===== src/rtl/local_hist_predictor.sv =====
// Two-level local-history branch predictor: a per-PC history table selects a
// 2-bit counter in a shared pattern table; resolves update both in port order.
module local_hist_predictor #(
  parameter int         LHT_ENTRIES = 16,
  parameter int         HIST_BITS   = 4,
  parameter int         N_FETCH     = 2,
  parameter int         N_RESOLVE   = 2,
  parameter logic [1:0] CTR_INIT    = 2'b01,
  parameter int         CNT_BITS    = 16
) (
  input  logic                      clock,
  input  logic                      reset,
  input  logic                      enable,
  input  logic [N_FETCH*64-1:0]     fetch_pc,
  input  logic [N_FETCH-1:0]        fetch_valid,
  output logic [N_FETCH-1:0]        predict_taken,
  output logic [N_FETCH-1:0]        predict_valid,
  input  logic [N_RESOLVE*64-1:0]   resolve_pc,
  input  logic [N_RESOLVE-1:0]      resolve_taken,
  input  logic [N_RESOLVE-1:0]      resolve_valid,
  output logic [N_RESOLVE-1:0]      mispredict,
  output logic [N_RESOLVE-1:0]      mispredict_valid,
  output logic [CNT_BITS-1:0]       mispredict_count
);

  localparam int IDX_W       = $clog2(LHT_ENTRIES);
  localparam int PHT_ENTRIES = 1 << HIST_BITS;
  localparam int POP_W       = $clog2(N_RESOLVE + 1);
  localparam int SUM_W       = CNT_BITS + POP_W;

  logic [HIST_BITS-1:0] lht     [LHT_ENTRIES];
  logic [1:0]           pht     [PHT_ENTRIES];
  logic [HIST_BITS-1:0] lht_nxt [LHT_ENTRIES];
  logic [1:0]           pht_nxt [PHT_ENTRIES];
  logic [N_RESOLVE-1:0] mp_nxt;
  logic [N_RESOLVE-1:0] mv_nxt;
  logic [CNT_BITS-1:0]  count_nxt;

  function automatic logic [IDX_W-1:0] lht_idx(input logic [63:0] pc);
    return pc[IDX_W+1:2];
  endfunction

  function automatic logic [1:0] ctr_step(input logic [1:0] c, input logic taken);
    if (taken) return (c == 2'b11) ? c : c + 2'd1;
    return (c == 2'b00) ? c : c - 2'd1;
  endfunction

  function automatic logic [CNT_BITS-1:0] sat_add(input logic [CNT_BITS-1:0] a,
                                                  input logic [POP_W-1:0] b);
    logic [SUM_W-1:0] s;
    s = SUM_W'(a) + SUM_W'(b);
    if (s > SUM_W'({CNT_BITS{1'b1}})) return '1;
    return s[CNT_BITS-1:0];
  endfunction

  // Lookup: purely from registered state, so same-cycle resolves are invisible
  always_comb begin
    predict_valid = '0;
    predict_taken = '0;
    for (int k = 0; k < N_FETCH; k++) begin
      predict_valid[k] = fetch_valid[k] & enable;
      predict_taken[k] = fetch_valid[k] & enable &
                         pht[lht[lht_idx(fetch_pc[k*64 +: 64])]][1];
    end
  end

  // Update: ports chained in order so colliding resolves see earlier effects
  always_comb begin
    logic [IDX_W-1:0]     idx;
    logic [HIST_BITS-1:0] h;
    logic [POP_W-1:0]     pop;
    lht_nxt = lht;
    pht_nxt = pht;
    mp_nxt  = '0;
    mv_nxt  = '0;
    idx     = '0;
    h       = '0;
    pop     = '0;
    for (int k = 0; k < N_RESOLVE; k++) begin
      if (resolve_valid[k] && enable) begin
        idx          = lht_idx(resolve_pc[k*64 +: 64]);
        h            = lht_nxt[idx];
        mv_nxt[k]    = 1'b1;
        mp_nxt[k]    = pht_nxt[h][1] ^ resolve_taken[k];
        pht_nxt[h]   = ctr_step(pht_nxt[h], resolve_taken[k]);
        lht_nxt[idx] = HIST_BITS'({h, resolve_taken[k]});
        pop          = pop + POP_W'(mp_nxt[k]);
      end
    end
    count_nxt = sat_add(mispredict_count, pop);
  end

  // State and registered mispredict outputs
  always_ff @(posedge clock or posedge reset) begin
    if (reset) begin
      for (int i = 0; i < LHT_ENTRIES; i++) lht[i] <= '0;
      for (int i = 0; i < PHT_ENTRIES; i++) pht[i] <= CTR_INIT;
      mispredict       <= '0;
      mispredict_valid <= '0;
      mispredict_count <= '0;
    end else begin
      for (int i = 0; i < LHT_ENTRIES; i++) lht[i] <= lht_nxt[i];
      for (int i = 0; i < PHT_ENTRIES; i++) pht[i] <= pht_nxt[i];
      mispredict       <= mp_nxt;
      mispredict_valid <= mv_nxt;
      mispredict_count <= count_nxt;
    end
  end

endmodule

===== config.mk =====
export PLATFORM = sky130hd
export DESIGN_NAME = local_hist_predictor
export DESIGN_NICKNAME = d
export VERILOG_FILES = /design/src/rtl/local_hist_predictor.sv
export SDC_FILE = /design/constraint.sdc
export NUM_CORES = 1
export LEC_CHECK = 0
export BUFFER_PORTS_ARGS = -buffer_cell sky130_fd_sc_hd__clkbuf_2
export CORE_MARGIN = 10
export CORE_UTILIZATION = 40
export CTS_CLUSTER_DIAMETER = 120
export DETAILED_ROUTE_END_ITERATION = 6
export PLACE_DENSITY_LB_ADDON = 0.25
export SYNTH_ARGS = -nofsm -noshare
export SYNTH_HDL_FRONTEND = slang
export SYNTH_SLANG_ARGS = --single-unit

===== constraint.sdc =====
create_clock -name clock -period 9 [get_ports clock]
set_clock_uncertainty 0.2 [all_clocks]
set_input_delay 1.8 -clock clock [delete_from_list [all_inputs] [get_ports clock]]
set_output_delay 1.8 -clock clock [all_outputs]
set_load 0.02 [all_outputs]

==> results of run 1 <==
[worst max-delay path: cells and delay by family]
family                     cells  cell delay, ns
adders and majority gates      4            1.30
AOI/OAI and AO/OA              6            1.63
buffers and inverters          1            0.36
and+or+nand+nor                8            1.67
muxes                          5            1.83
[final cells by class]
| cell class | count | share of cell area |
|---|---|---|
| repair buffers | 98 | 0.05437 |
| flip-flops and latches | 116 | 0.2581 |
| well taps | 324 | 0.03581 |
| clock buffers | 23 | 0.04310 |
| clock inverters | 9 | 0.01127 |
| inverters | 20 | 0.006852 |
| multi-input cells | 867 | 0.5905 |
[power breakdown]
part / switching, mW / internal, mW
logic: 0.861 / 0.639
registers: 0.241 / 0.724
clock network: 0.261 / 0.463
total: 1.36 / 1.83
[path summary, 6_finish.rpt]
path | cells after the start | endpoint | startpoint
worst min register to register | 1 | mispredict_count[14]$_DFF_PP0_ | mispredict_count[14]$_DFF_PP0_
worst min-delay path | 1 | mispredict_count[14]$_DFF_PP0_ | mispredict_count[14]$_DFF_PP0_
worst max-delay path | 24 | mispredict_count[6]$_DFF_PP0_ | resolve_pc[3]
min in group asynchronous | 2 | mispredict_count[3]$_DFF_PP0_ | reset
max in group asynchronous | 3 | lht[51]$_DFF_PP0_ | reset
worst max register to register | 23 | mispredict_count[6]$_DFF_PP0_ | lht[33]$_DFF_PP0_
[kinds of logic after synthesis]
kind of cell / after synthesis / synth area share
xor+xnor: 12 / 0.01044
fa+ha+maj: 5 / 0.006839
simple gates: 386 / 0.1780
flops: 116 / 0.2904
mux: 203 / 0.2845
buf+inv: 92 / 0.04526
compound gates: 261 / 0.1845
[flip-flops by register name (all words and copies together) (netlist names)]
signal            flops
mispredict            2
mispredict_valid      2
mispredict_count     16
pht                  32
lht                  64
[cell usage in the layout (no fill, tap or decap), types with 14 or more instances in the layout]
| master | count |
|---|---|
| sky130_fd_sc_hd__nand2_1 | 149 |
| sky130_fd_sc_hd__mux2i_1 | 115 |
| sky130_fd_sc_hd__nor2_1 | 112 |
| sky130_fd_sc_hd__dfrtp_1 | 100 |
| sky130_fd_sc_hd__mux4_2 | 63 |
| sky130_fd_sc_hd__a21oi_1 | 59 |
| sky130_fd_sc_hd__buf_4 | 50 |
| sky130_fd_sc_hd__clkbuf_2 | 48 |
| sky130_fd_sc_hd__o21ai_0 | 45 |
| sky130_fd_sc_hd__o31ai_1 | 25 |
| sky130_fd_sc_hd__nand3_1 | 24 |
| sky130_fd_sc_hd__o211ai_1 | 24 |
| sky130_fd_sc_hd__nand2b_1 | 23 |
| sky130_fd_sc_hd__mux2_2 | 18 |
| sky130_fd_sc_hd__clkbuf_16 | 17 |
| sky130_fd_sc_hd__dfstp_2 | 16 |
| sky130_fd_sc_hd__inv_1 | 14 |
| sky130_fd_sc_hd__nor3_1 | 14 |
| sky130_fd_sc_hd__a31oi_1 | 14 |
[metal layers]
| layer | GRT usage | up-vias | wire length (um) |
|---|---|---|---|
| li1 | - | 4154 | - |
| met1 | 0.3372 | 4695 | 16110 |
| met2 | 0.3433 | 661 | 16170 |
| met3 | 0.07082 | 117 | 4931 |
| met4 | 0.08853 | 0 | 1326 |
| met5 | 0.01760 | - | 0 |
[through the flow]
step	utilization	power [mW]	hold slack (ns)
global route	0.4615	3.334	0.3629
finish	0.4615	3.188	0.3046
CTS	0.4615	3.151	0.3097
detailed placement	0.4364	2.419	0.3005
global placement	0.4364	2.400	0.2874
floorplan	-	1.970	0.3567
==> results.md, run 1 <==
- The share of layout cells above drive strength 1 is 0.2321.
- For this design, the sink count on the clock tree is between 100 and 150.
- Counting instances in the post-synthesis netlist gives the leading cell types as 149 x sky130_fd_sc_hd__nand2_1, 115 x sky130_fd_sc_hd__mux2i_1, 112 x sky130_fd_sc_hd__nor2_1.
- The cell seen most often among critical-path stages is sky130_fd_sc_hd__nand2_1.
- The buffer depth of the longest clock path is 2.
- The overall die height is 178.6 um.
- Setup repair after global routing left no endpoint under its margin.
- The H-tree depth reported by CTS is 4.
- The final cell count without fillers is approximately 1500.
- The endpoint arrival time on the critical path is 8.61 ns.
- The post-layout worst setup margin is 0.5463 ns.
- The post-route DRC violation count is 1.
- Wires add up to 38.54 mm.
- The iteration-0 DRC count of the detailed router is 1204.
- Synthesis produced about 1100 cells.
- The initial standard-cell utilization of the core is 0.4102.
- The count of maximum capacitance violations is 0.
- The insertion delay of the later-clocked pin in the worst-skew pair is around 0.43 ns.
- The signal on the critical path passes through clkbuf_2 > mux2_2 > mux4_2 > mux2_2 > mux2i_1 > mux2_2 > a222oi_1 > nand2_1 > maj3_2 > a221oi_2 > o22a_1 > nand4b_1 > o21ai_0 > nand2_1 > ha_1 > nand2_1 > o31ai_1 > ha_1 > fa_1 > nand2_1 > nor2_1 > nand2_1 > or4_1 > o21ai_0.
- The slowest stage of the critical path belongs to the cell sky130_fd_sc_hd__or4_1.
- The worst setup path is launched from a primary input.
- The number of clock buffers added by TritonCTS is 17.
- The maximum frequency from static timing analysis is 0.1183 GHz.
- The growth of design area from synthesis to finish is 12.51%.
- The CTS tree is yes.
- Setup total negative slack on the finished layout was measured at 0 ns.
- At the placement stage, the worst setup path has a slack of 0.1911 ns.
- After floorplanning, the core was sized to cover 24530 um2.
- The total via count after detailed routing is 9627.
- The number of hold violations in the final report is 0.
- Port buffering added 48 buffers.
- The post-DP HPWL is 28.00 mm.
- After clock tree synthesis, the repair step resized 0 gates.
- The class of the tightest hold or removal check is flip-flop to flip-flop.
- The number of synthesized flops with an enable pin is 0.
- The number of antenna violations at the first check in global routing is 0.
- The number of buffers added for setup after CTS is 0.
- The total count of max-transition violations in the final report came to 0.
- The root buffer cell chosen for the clock tree is sky130_fd_sc_hd__clkbuf_16.
- The instance area at placement is 10710 um2.
- In the global route stage, overall resource usage came out at 0.2414.
- The worst max-slew margin expressed relative to the limit is 0.3052.
- The library cell with the highest instance count after synthesis is sky130_fd_sc_hd__nand2_1.
- The area taken by flip-flops and latches is 2923 um2.
- The number of warnings printed during yosys synthesis is 0.
- When the netlist entered floorplanning its net count stood at 1344.
- Using the TritonRoute via totals, the vias-per-cell ratio works out to 6.607.
- The worst setup path is captured at a flip-flop.
- The initialized floorplan defines 57 standard-cell rows.
- The first global-routing pass estimated between 50 and 60 mm of wire.
- The run finished, with violations left.
- In this run the register-to-register setup slack is 1.98 ns.
- The checks that failed: DRC.
- The number of instances in the placed design is 1425.
- The power density of the placed cells is 281.6 nW/um2.
- After layout, the minimum clock period comes to roughly 8.5 ns.
- The netlist uses just under 90 different library cells.
- Dividing the detail-routed wire length by the instance count gives 26.45 um.
- For the worst setup path, the data required time is 9.15 ns.
- The flip-flop and latch count after synthesis is 116.
- The via count of the first global-routing pass is around 9000.
- After the last flow step, the layout net total stands at 1389.
- During I/O placement, the number of pins put on the boundary was 289.
- Dividing the final minimum period by the clock period gives 0.9393.
- The number of buffers added to fix hold violations after cts is 0.
- The count of TritonRoute iterations in the first routing pass is 7.
- The clock-pin slew reported for the worst setup and hold paths after clock tree synthesis is 0.06 ns.
- The area share of the largest cell type after synthesis is 0.2487.
- The number of routed nets with antenna violations is 0.
- The final count of negative-setup-slack endpoints is 0.
- The die is 178.6 um wide.
- The synthesized netlist occupies a cell area of just over 10000 um2.
- The total leakage power is 4.435 nW.
- By area the synthesized netlist is led by sky130_fd_sc_hd__dfrtp_1 25%, sky130_fd_sc_hd__mux4_2 14%, sky130_fd_sc_hd__mux2i_1 11%.
- The biggest area contributor in the post-synthesis netlist is sky130_fd_sc_hd__dfrtp_1.
- The area used by multi-input combinational logic is 6685 um2.
- Dividing the synthesized area by the synthesized cell count gives 9.361 um2.
- The top fanout value on the critical path is 18.
- The pin count of the biggest net entering global routing is 42.
- The transition time at the pin with the least slew margin is ~1.0 ns.
- After routing the design area is 11320 um2.
- The most used flip-flop cell after synthesis is sky130_fd_sc_hd__dfrtp_1.
- At the end of routability-driven placement, the weighted congestion stood at 0.9939.
- The repair_antennas step left the layout with diodes totalling 0.
- In this design, the stage delay of the slowest critical-path cell is 0.77 ns.
- The die outline area is around 32000 um2.
- The share of synthesized registers carrying an async set or reset is 1.000.
- The total overflow left after global routing is 0.
- The total of fill cells in the finished design is 2429.
- The maximum resistive drop on vdd is ~0.15 mV.
- The critical path is of the primary input to flip-flop type.
- The share of synthesized area occupied by flip-flops and latches is 0.2904.
Note: power is estimated with default switching activity, not from simulation.
==> run 2, diff against run 1 <==
--- a/config.mk
+++ b/config.mk
@@ -6,11 +6,14 @@
 export NUM_CORES = 1
 export LEC_CHECK = 0
 export BUFFER_PORTS_ARGS = -buffer_cell sky130_fd_sc_hd__clkbuf_2
+export CELL_PAD_IN_SITES_DETAIL_PLACEMENT = 1
+export CELL_PAD_IN_SITES_GLOBAL_PLACEMENT = 1
 export CORE_MARGIN = 10
 export CORE_UTILIZATION = 40
 export CTS_CLUSTER_DIAMETER = 120
 export DETAILED_ROUTE_END_ITERATION = 6
 export PLACE_DENSITY_LB_ADDON = 0.25
+export RECOVER_POWER = 50
 export SYNTH_ARGS = -nofsm -noshare
 export SYNTH_HDL_FRONTEND = slang
 export SYNTH_SLANG_ARGS = --single-unit
==> results.md, run 2 (synthesis gave the netlist of run 1 again) <==
- The flow ran to the end, but the final reports show violations.
- The checks that failed: capacitance limit, slew limit.
- The total via count after detailed routing is ~9500.
- The total of buffers placed on input and output ports is between 40 and 50.
- STA puts the critical path data required time at a little over 9 ns.
- The dominant delay contributor by cell family on the critical path is simple AND/OR/NAND/NOR gates.
- The number of hold violations in the final report came to 0.
- The register containing the most flip-flops in the final layout is lht.
- For this design the ratio of total power to cell area is approximately 280 nW/um2.
- The class of the tightest hold or removal check is flip-flop to flip-flop.
- Wires add up to 40.25 mm.
- The wire length of the first global-routing pass is 60.94 mm.
- The number of setup buffers added after CTS is 0.
- The total count of max-transition violations in the final report was approximately 120.
- After clock tree synthesis, the repair step resized 0 gates.
- The maximum resistive drop on vdd is 0.2488 mV.
- The endpoint arrival time on the critical path is 8.53 ns.
- The top cell types in the final layout, fill and taps aside, are 149 x sky130_fd_sc_hd__nand2_1, 115 x sky130_fd_sc_hd__mux2i_1, 112 x sky130_fd_sc_hd__nor2_1.
- The worst pin sits at a relative slew slack of -1.530.
- The floorplan has 57 rows.
- The worst setup path is of the primary input to flip-flop kind.
- For this run, the top clock speed supported by timing is 0.1195 GHz.
- Counting both buffers and inverters, the worst setup path holds a total of 3.
- After the last flow step, the layout net total stands at 1383.
- The largest registers in the layout are lht (64), pht (32), mispredict_count (16).
- The H-tree depth reported by CTS is 4.
- The remaining global-route overflow is 0.
- The transition time at the pin with the least slew margin is approximately 3.8 ns.
- The number of routed nets with antenna violations is 0.
- In the final layout, flip-flops and latches occupy between 2000 and 3000 um2.
- The clock-pin slew reported for the worst setup and hold paths after clock tree synthesis is 0.07 ns.
- Dividing the detail-routed wire length by the instance count gives 27.70 um.
- The total of fill cells in the finished design is 2853.
- The via-per-instance ratio is 6.529.
- The number of antenna violations at the first check in global routing came to 0.
- The overall routing resource usage is 0.2533.
- The wire-length estimate of the detail-placed layout is between 20 and 30 mm.
- The CTS tree is yes.
- The final setup TNS is 0 ns.
- Setup repair after global routing left no endpoint under its margin.
- The final weighted congestion of routability-driven global placement is 0.9994.
- The worst setup path is captured at a flip-flop.
- Clock tree synthesis found a total of around 120 sinks.
- The share of the clock period used by the worst path after layout is 0.9297.
- In the final layout, the multi-input gates occupy 6685 um2.
- The insertion delay of the later-clocked pin in the worst-skew pair is ~0.44 ns.
- The iteration-0 DRC count of the detailed router is around 970.
- For this configuration, the core starts out at a cell density of 0.4102.
- The number of clock buffers added by TritonCTS is 17.
- Overall power consumption after layout is estimated at 3.200 mW.
- In the final layout, the share of cells above drive strength 1 is 0.2103.
- The total leakage power is 4.327 nW.
- The top fanout value on the critical path is 21.
- The pin count of the biggest net entering global routing is 64.
- The clock period minus final worst setup slack is 8.367 ns.
- The clock tree root driver cell is sky130_fd_sc_hd__clkbuf_16.
- The tool flagged a number of max-cap violations equal to 2.
- Counting along the longest clock path gives a buffer depth of 2.
- The area of the placeable core is 24530 um2.
- Among all stages on the critical path, the largest delay is contributed by sky130_fd_sc_hd__or4_1.
- The most common library cell in the layout ignoring fill and taps is sky130_fd_sc_hd__nand2_1.
- After detailed routing, the number of remaining DRC violations is 0.
- The largest single stage delay on the critical path is 0.79 ns.
- The die is 178.6 um wide.
- The die is about 180 um tall.
- The kind of start point of the critical path is a primary input.
- The final count of negative-setup-slack endpoints is 0.
- The via count of the first global-routing pass is 9619.
- The number of flip-flops under the largest register name is 64.
- The die covers 31900 um2.
- The count of TritonRoute iterations in the first routing pass is 5.
- The cell seen most often among critical-path stages is sky130_fd_sc_hd__nand2_1.
- The number of buffers added to fix hold violations after cts is 0.
- The number of top-level pins is 289.
- The area growth from synthesis to layout is 11.69%.
## run 2: per-layer routing
layer	global-route usage	vias up	part of all wire
met4	0.1020	0	0.035
met1	0.3324	4762	0.42
met5	0	-	0
li1	-	4150	-
met2	0.3927	488	0.46
met3	0.06237	87	0.091
## run 2: stage by stage
step	utilization	hold WS, ns	area, um2	setup slack (ns)	instances
floorplan	-	0.3567	10060	1.066	1075
global placement	0.4346	0.2881	10660	0.3202	1419
detailed placement	0.4346	0.3079	10660	0.2307	1419
CTS	0.4592	0.3160	11270	0.6538	1451
global route	0.4579	0.3401	11230	0.2550	1451
finish	0.4581	0.3080	11240	0.6328	1453
## run 2: worst paths after layout
| check | startpoint | end | slack [ns] | cells past startpoint |
|---|---|---|---|---|
| worst max-delay path | resolve_pc[2] | mispredict_count[0]$_DFF_PP0_ | 0.63 | 25 |
| worst min-delay path | mispredict_count[14]$_DFF_PP0_ | mispredict_count[14]$_DFF_PP0_ | 0.31 | 1 |
| worst max register to register | lht[25]$_DFF_PP0_ | mispredict_count[0]$_DFF_PP0_ | 1.99 | 24 |
| worst min register to register | mispredict_count[14]$_DFF_PP0_ | mispredict_count[14]$_DFF_PP0_ | 0.31 | 1 |
| max in group asynchronous | reset | lht[5]$_DFF_PP0_ | 2.33 | 3 |
| min in group asynchronous | reset | mispredict_count[5]$_DFF_PP0_ | 1.84 | 2 |
## run 2: area by class of cell
class | instances | share of cell area
Sequential cell | 116 | 0.2600
Clock inverter | 14 | 0.01469
Multi-Input combinational cell | 867 | 0.5948
Tap cell | 324 | 0.03607
Inverter | 20 | 0.006791
Antenna cell | 2 | 0.0004453
Timing Repair Buffer | 92 | 0.04809
Clock buffer | 18 | 0.03907
## run 2: worst register-to-register path: stages, from the launching register on
cell and delay [ns]:
sky130_fd_sc_hd__dfrtp_1 0.47, sky130_fd_sc_hd__mux2_2 0.30, sky130_fd_sc_hd__mux4_2 0.56, sky130_fd_sc_hd__mux2_2 0.48
sky130_fd_sc_hd__mux2i_1 0.20, sky130_fd_sc_hd__mux2_2 0.29, sky130_fd_sc_hd__a222oi_1 0.41, sky130_fd_sc_hd__nand2_1 0.18
sky130_fd_sc_hd__maj3_2 0.38, sky130_fd_sc_hd__buf_4 0.21, sky130_fd_sc_hd__a211oi_1 0.21, sky130_fd_sc_hd__or4b_1 0.22
sky130_fd_sc_hd__nand3_1 0.20, sky130_fd_sc_hd__o21ai_0 0.28, sky130_fd_sc_hd__nand2_1 0.09, sky130_fd_sc_hd__ha_1 0.29
sky130_fd_sc_hd__nand2_1 0.05, sky130_fd_sc_hd__o31ai_1 0.08, sky130_fd_sc_hd__ha_1 0.25, sky130_fd_sc_hd__fa_1 0.25
sky130_fd_sc_hd__nand2_1 0.09, sky130_fd_sc_hd__nor2_1 0.16, sky130_fd_sc_hd__nand2_1 0.11, sky130_fd_sc_hd__or4_1 0.79
sky130_fd_sc_hd__nand2b_1 0.19
## run 2: where the power goes
group          switching [mW]  internal (mW)
Combinational           0.879          0.629
Sequential              0.243          0.723
Clock                   0.300          0.424
